$ cat src/rtl/uart_rx_frame.sv
// uart_rx_frame: parametrised UART receiver (5..9 data bits, optional parity, 1/2 stop bits).
// Latency: word visible 1 clk after the last stop-bit decision point.
// Backpressure: rx_valid held until rx_ready; a new word overwrites an unaccepted one and pulses rx_overrun.
// Option: define UART_RX_MAJORITY_EN for 3-sample majority voting around each sample point.
module uart_rx_frame #(
  parameter int CLK_FREQ  = 50000000,
  parameter int BAUD_RATE = 9600,
  parameter int DATA_BITS = 8,
  parameter int PARITY    = 0,
  parameter int STOP_BITS = 1
) (
  input  logic                 clk,
  input  logic                 rst,
  input  logic                 rx_line,
  output logic [DATA_BITS-1:0] rx_data,
  output logic                 rx_valid,
  input  logic                 rx_ready,
  output logic                 rx_parity_err,
  output logic                 rx_frame_err,
  output logic                 rx_overrun,
  output logic                 rx_busy
);

  localparam int BIT_CLKS = CLK_FREQ / BAUD_RATE;
  localparam int S        = BIT_CLKS / 2;
  localparam int CW       = $clog2(BIT_CLKS);
`ifdef UART_RX_MAJORITY_EN
  localparam int DECIDE   = S + 1;   // vote needs the sample after S
`else
  localparam int DECIDE   = S;
`endif
  localparam logic [CW-1:0] CNT_LAST   = CW'(BIT_CLKS - 1);
  localparam logic [CW-1:0] CNT_DECIDE = CW'(DECIDE);
  localparam logic [3:0]    LAST_DATA  = 4'(DATA_BITS - 1);
  localparam logic          LAST_STOP  = 1'(STOP_BITS - 1);

  typedef enum logic [2:0] {IDLE, START, DATA, PAR, STOP, BRK} state_t;

  state_t                 state, state_nxt;
  logic                   sync1, rx_s, rx_prev;
  logic [CW-1:0]          cnt;
  logic [3:0]             bit_idx;
  logic                   stop_idx;
  logic [DATA_BITS-1:0]   shreg;
  logic                   par_err_q;
  logic                   frame_acc;
  logic                   tick;
  logic                   samp_bit;
  logic                   commit;

`ifdef UART_RX_MAJORITY_EN
  logic h1, h2;

  // History of rx_s so the vote sees cnt==S-1, S, S+1 at the decision cycle
  always_ff @(posedge clk) begin
    if (rst) begin
      h1 <= 1'b1;
      h2 <= 1'b1;
    end else begin
      h1 <= rx_s;
      h2 <= h1;
    end
  end

  assign samp_bit = (rx_s & h1) | (rx_s & h2) | (h1 & h2);
`else
  assign samp_bit = rx_s;
`endif

  assign tick    = (cnt == CNT_DECIDE);
  assign rx_busy = (state != IDLE);

  // State register
  always_ff @(posedge clk) begin
    if (rst) state <= IDLE;
    else     state <= state_nxt;
  end

  // Next-state logic; commit marks the decision on the final stop bit
  always_comb begin
    state_nxt = state;
    commit    = 1'b0;
    case (state)
      IDLE:  if (rx_prev && !rx_s) state_nxt = START;
      START: if (tick) state_nxt = samp_bit ? IDLE : DATA;
      DATA:  if (tick && (bit_idx == LAST_DATA)) state_nxt = (PARITY != 0) ? PAR : STOP;
      PAR:   if (tick) state_nxt = STOP;
      STOP:  if (tick && (stop_idx == LAST_STOP)) begin
               commit    = 1'b1;
               state_nxt = samp_bit ? IDLE : BRK;   // held-low line must rise before re-arming
             end
      BRK:   if (rx_s) state_nxt = IDLE;
      default: state_nxt = IDLE;
    endcase
  end

  // Synchroniser, bit timing and per-frame accumulation
  always_ff @(posedge clk) begin
    if (rst) begin
      sync1     <= 1'b1;
      rx_s      <= 1'b1;
      rx_prev   <= 1'b1;
      cnt       <= '0;
      bit_idx   <= '0;
      stop_idx  <= 1'b0;
      shreg     <= '0;
      par_err_q <= 1'b0;
      frame_acc <= 1'b0;
    end else begin
      sync1   <= rx_line;
      rx_s    <= sync1;
      rx_prev <= rx_s;
      // cnt runs freely across bits so each decision lands one bit period after the last
      if (state == IDLE || state == BRK) cnt <= '0;
      else if (cnt == CNT_LAST)          cnt <= '0;
      else                               cnt <= cnt + 1'b1;
      case (state)
        IDLE: begin
          bit_idx   <= '0;
          stop_idx  <= 1'b0;
          par_err_q <= 1'b0;
          frame_acc <= 1'b0;
        end
        DATA: if (tick) begin
          shreg   <= {samp_bit, shreg[DATA_BITS-1:1]};
          bit_idx <= bit_idx + 4'd1;
        end
        PAR: if (tick) par_err_q <= (((^shreg) ^ samp_bit) != (PARITY == 2));
        STOP: if (tick) begin
          stop_idx <= stop_idx + 1'b1;
          if (!samp_bit) frame_acc <= 1'b1;
        end
        default: ;
      endcase
    end
  end

  // Output word register and valid/ready handshake
  always_ff @(posedge clk) begin
    if (rst) begin
      rx_data       <= '0;
      rx_valid      <= 1'b0;
      rx_parity_err <= 1'b0;
      rx_frame_err  <= 1'b0;
      rx_overrun    <= 1'b0;
    end else begin
      rx_overrun <= commit & rx_valid & ~rx_ready;
      if (commit) begin
        rx_data       <= shreg;
        rx_parity_err <= par_err_q;
        rx_frame_err  <= frame_acc | ~samp_bit;
        rx_valid      <= 1'b1;
      end else if (rx_valid && rx_ready) begin
        rx_valid <= 1'b0;
      end
    end
  end

endmodule

$ cat config.mk
export PLATFORM = sky130hd
export DESIGN_NAME = uart_rx_frame
export DESIGN_NICKNAME = d
export VERILOG_FILES = /design/src/rtl/uart_rx_frame.sv
export SDC_FILE = /design/constraint.sdc
export NUM_CORES = 1
export LEC_CHECK = 0
export CORE_MARGIN = 2
export CORE_UTILIZATION = 55
export DETAILED_ROUTE_END_ITERATION = 10
export GPL_ROUTABILITY_DRIVEN = 0
export PLACE_DENSITY = 0.76
export SYNTH_ARGS = -nofsm -noshare
export SYNTH_HDL_FRONTEND = slang
export SYNTH_SLANG_ARGS = --single-unit
$ cat constraint.sdc
create_clock -name clk -period 1.99 [get_ports clk]
set_input_delay 0.2985 -clock clk [delete_from_list [all_inputs] [get_ports clk]]
set_output_delay 0.2985 -clock clk [all_outputs]
set_load 0.02 [all_outputs]
Word level (Yosys, flattened, before mapping):

Index checks and enable logic that the tools add are counted.

* bits in registers: 46
* latch bits: 0
* bits in writable memories: 0
* memory bits (read-only): 0
* input bits: 4
* output and inout bits: 13
* word-level logic and storage cells: 84
* memories: 0

* add/subtract/negate cells: 3
* multipliers: 0
* div/mod/pow operators: 0
* magnitude comparators: 0
* equal/unequal tests: 17
* shift-type cells: 0
* multiplexer cells: 22
* bitwise gates (word level): 7
* reduce and logical (&&, ||, !) cells: 20

Operator list (count)
* 2-to-1 mux 3 bit: 7
* inequality test 2 bit (second input constant): 9
* case mux 3 bit (6 select lines): 1
* adder 13 x 1 -> 13 bit (second input constant): 1
* equality test 13 x 12 -> 1 bit (second input constant): 1
* equality test 13 bit (second input constant): 1
* 2-to-1 mux 1 bit: 8
* case mux 4 bit (2 select lines): 1
* AND reduction 2 bit: 4
* nonzero test 2 bit: 4
* parity 8 bit: 1
* equality test 3 x 2 -> 1 bit (second input constant): 2
* equality test 3 bit (second input constant): 2
* case mux 1 bit (2 select lines): 3
* AND reduction 6 bit: 1
* adder 4 x 1 -> 4 bit (second input constant): 1
* equality test 4 x 3 -> 1 bit (second input constant): 1
* logical AND 1 bit: 4
* 2-to-1 mux 4 bit: 1
* equality test 3 x 1 -> 1 bit (second input constant): 1
* logical NOT 3 bit: 1
* NOT 1 bit: 3
* AND reduction 3 bit: 1
* nonzero test 3 bit: 1
* 8 further kinds: 9

Depth between registers and ports, before layout:

* word-level depth: 6
* gate-level depth with buffers: 9
* mapped depth without buffers: 7

Worst setup path before layout:

OpenSTA, ideal clock, no wires.

* path type: reg2reg
* from: register cnt[0]
* to: register rx_data[0]
* library setup time: 0.128 ns
* arrival time: 1.681 ns
* data required time: 1.862 ns
* slack: 0.182 ns
* stages on the path, launching flop included: 10
* buffers on the path: 2
* clock period less this slack: 1.808 ns
* cell sequence: dfxtp_1 -> inv_1 -> ha_1 -> nor4bb_1 -> nand4_1 -> or3b_1 -> buf_2 -> buf_6 -> mux2i_1 -> nor2_1

* cells in the longest elaborated chain, start to end: 4

RTL lines
* start, declared: line 41 `logic [CW-1:0] cnt;`
* start signal, assigned: line 116 `else cnt <= cnt + 1'b1;`
* equality test 13 x 12 -> 1 bit: line 70 `assign tick = (cnt == CNT_DECIDE);`
* logical AND 1 bit: line 88 `STOP: if (tick && (stop_idx == LAST_STOP)) begin`
* 2-to-1 mux 1 bit: line 88
* 2-to-1 mux 1 bit: line 83 `case (state)`
* end signal, assigned: line 149 `rx_data <= shreg;`
* end, declared: line 15 `output logic [DATA_BITS-1:0] rx_data,`

Every way passes these cells.
A chain may end at the register's enable or synchronous reset.

Worst setup path in the final report:

* from: register state[2]
* to: output port rx_busy

* cells in the longest elaborated chain, start to end: 1

RTL lines
* start, declared: line 39 `state_t state, state_nxt;`
* start signal, assigned: line 76 `else state <= state_nxt;`
* nonzero test 3 bit: line 71 `assign rx_busy = (state != IDLE);`
* end, declared: line 21 `output logic rx_busy`

Every way passes these cells.

==> summary.md <==
| Metric | Value |
|---|---|
| Post-Syn Instances | 232 |
| # Max-Cap Violations | 0 |
| Later-pin clock latency in the skew report | 0.29 ns |
| Post-route ant nets | 0 |
| Critical-path maximum fanout | 7 |
| Hold_buf cts | 0 |
| Final Core Density | 0.673 |
| Final WL | 3840 um |
| Power Dens Cells | 652 nW/um2 |
| Hpwl dp | 2660 um |
| Critical path's largest stage delay | 0.54 ns |
| Share of the synthesized area in the top cell type | 0.453 |
| DIE AREA | 4200 um2 |
| Final setup margin | 0.0854 ns |
| Grt total ovfl | 0 |
| Max-slew violations | 0 |
| Nets@finish | 264 |
| CP required | 1.69 ns |
| Setup crit start kind | flop |
| Starting Density | 0.564 |
| Post-CTS Setup Repair Bufs | 0 |
| Yosys reg bits | 46 |
| DRC | 0 |
| Share of power burned in combinational logic | 0.061 |
| Setup CP Type | reg2out |
| Crit path time final | 1.90 ns |
| Cell taking the most area after synthesis | dfxtp_1 |
| Ratio of cells with drive above 1 in the final layout | 0.124 |
| Avg Inst Size Synth | 8.77 um2 |
| CTS tree | yes |
| Setup TNS | 0 ns |
| Relative slew slack | 0.715 |
| Die Width | 64.8 um |
| Reg2Reg Depth | 8 |
| Hold Startpoint | sync1 |
| Status | finished clean |
| Vias | 1,654 |
| Int Power | 1.22 mW |
| CTS buffer count | 5 |
| Worst IR Drop VDD | 0.529 mV |
| Drt pass-1 iters | 4 |
| CP Data Arrival Time | 1.61 ns |
| Synth Net Count | 239 |
| Core ar. | 3610 um2 |
| HP Class | reg2reg |
| Pre-CTS setup slack | 0.0797 ns |
| Initial antenna violation count | 0 |
| Final period utilization | 0.957 |
| GRT Total Usage | 0.196 |
| Fin. Hold Viols | 0 |
| Yosys warns | 0 |
| Die Y-Extent | 64.8 um |
| Clk_skew | 0.00908 ns |
| Sink Count | 46 |
| Clk buf depth | 2 |
| Area contributors post-synth | dfxtp_1 (45%), nor2_1 (5.4%), nand2_1 (4.8%) |
| Hold Path Stages | 1 |
| Worst Setup SP | state[2] |
| Fmax | 525 MHz |
| Synth cell types | 42 |
| Htree depth | 2 |
| Diodes inserted | 0 |
| PortBufs | 16 |
| Routed WL per cell | 12.5 um |
| First-pass GRT wire length | 6440 um |
| Worst Max-Slew Pin Slew | 0.427 ns |
| Cell Area, Synth | 2030 um2 |
| Clock transition at the registers of the reported paths | 0.09 ns |
| Num ports | 17 |
| Final Total Pwr | 1.58 mW |
| Switching Share | 0.230 |
| Vias per cell | 5.41 |
| Row count | 22 |
| Number of DRC markers in iteration 0 | 94 |
| Clk pwr share | 0.348 |
| Pleak | 0.956 nW |
| CP max stage cell | clkdlybuf4s50_1 |
| Critical path, cell by cell | nor3_4 > inv_1 > clkdlybuf4s50_1 |
| Sequential fraction of design power | 0.590 |
| RSZ-0062 raised after global routing | no |
| Seq/Total Area, Yosys | 0.453 |
| Psw | 0.365 mW |
| Area delta synth->final | 19.4% |
| Clock Tree Root | clkbuf_8 |
| Setup crit end kind | primary output |
| Vias in the first global route | 1,466 |
| Final setup violation count | 0 |
| Largest net degree at the start of global routing | 32 |
| Reg2Reg Launch Point | cnt[1] |
==> logic make-up after synthesis <==
family / after synthesis / share of synthesized area
AND/OR/NAND/NOR: 97 / 0.234
flip-flops: 46 / 0.453
AO/OA/AOI/OAI: 37 / 0.119
buffers and inverters: 22 / 0.0480
XOR/XNOR: 18 / 0.0843
multiplexers: 9 / 0.0443
adder cells (fa/ha/maj): 3 / 0.0185
==> what timing repair did <==
item                       CTS  global route
setup endpoints to repair    1            20
resized for setup            1             6
pin swaps                    0             1
==> power by group through the flow <==
stage               sequential (mW)  clock [mW]  combinational, mW
global placement              0.955           0             0.0924
floorplan                     0.952           0             0.0595
finish                        0.935       0.552             0.0968
global route                  0.936       0.599              0.107
CTS                           0.934       0.564             0.0939
detailed placement            0.955           0             0.0926
==> layer usage <==
| metal | share of wire | wire [um] | GRT usage | vias up |
|---|---|---|---|---|
| met5 | 0 | 0 | 0 | - |
| met4 | 0.019 | 72 | 0.0931 | 0 |
| met3 | 0.043 | 164 | 0.0451 | 9 |
| met2 | 0.44 | 1690 | 0.293 | 34 |
| met1 | 0.50 | 1910 | 0.267 | 770 |
| li1 | - | - | - | 841 |
==> area by class of cell <==
class,count,area (um2)
clock buffer,6,72.6
clock inverter,2,13.8
fill,295,1180
inverter,9,33.8
multi-input combinational,164,1050
sequential,46,921
tap,48,60.1
timing repair buffer,31,273
==> cell usage in the layout, fill, tap and decap left out, drive strengths merged, types with 6 or more instances in the layout <==
| master | instances |
|---|---|
| buf | 15 |
| nor3 | 8 |
| nand3 | 7 |
| clkbuf | 6 |
| xor2 | 9 |
| inv | 9 |
| mux2i | 9 |
| dfxtp | 46 |
| a21oi | 19 |
| nor2 | 30 |
| clkdlybuf4s50 | 16 |
| nand2 | 26 |
| xnor2 | 8 |
==> path summary, 6_finish.rpt <==
| path | end | slack, ns |
|---|---|---|
| max | rx_busy | 0.09 |
| max reg2reg | rx_data[2] | 0.13 |
| min reg2reg | rx_s | 0.43 |
| min | rx_s | 0.43 |
==> through the flow <==
step | cells | hold slack (ns) | cell area (um2)
floorplan | 232 | 0.389 | 2030
global placement | 298 | 0.405 | 2300
detailed placement | 298 | 0.406 | 2300
CTS | 306 | 0.429 | 2390
global route | 306 | 0.451 | 2430
finish | 306 | 0.426 | 2430
==> sequential cells by signal, summed over array words and instances, names as in the netlist, 3 cells and up <==
register,cells
shreg,8
rx_data,8
bit_idx,4
cnt,13
state,3
==> critical path, delay by kind of cell, from the launching register on <==
kind                   cells  cell delay, ns
buffers and inverters      2            0.63
DFF                        1            0.40
and+or+nand+nor            1            0.28
==> cells in the mapped netlist <==
cell type,count
o31a_1,1
nand4_1,5
o21bai_1,1
nor2b_1,1
nand3b_1,1
nor2_1,29
xnor2_1,8
clkbuf_1,6
nor3_1,8
a311o_1,1
o311a_1,1
nand2b_1,3
a211o_1,1
nor4_2,1
or3b_2,1
or3b_1,1
a21oi_1,19
inv_1,9
buf_2,6
nor4bb_1,3
a41o_1,2
a32o_1,1
ha_1,3
or3_1,3
nor3b_1,1
or2_2,2
and2_1,2
and3_1,2
nand3_1,7
dfxtp_1,46
xnor3_1,1
o22ai_2,1
nor2_2,1
o31ai_1,1
xor2_1,9
nand2_1,26
o211ai_1,1
a2111o_1,1
o21ai_0,5
a211oi_1,1
mux2i_1,9
buf_6,1
Power figures use the tool's default switching activity.
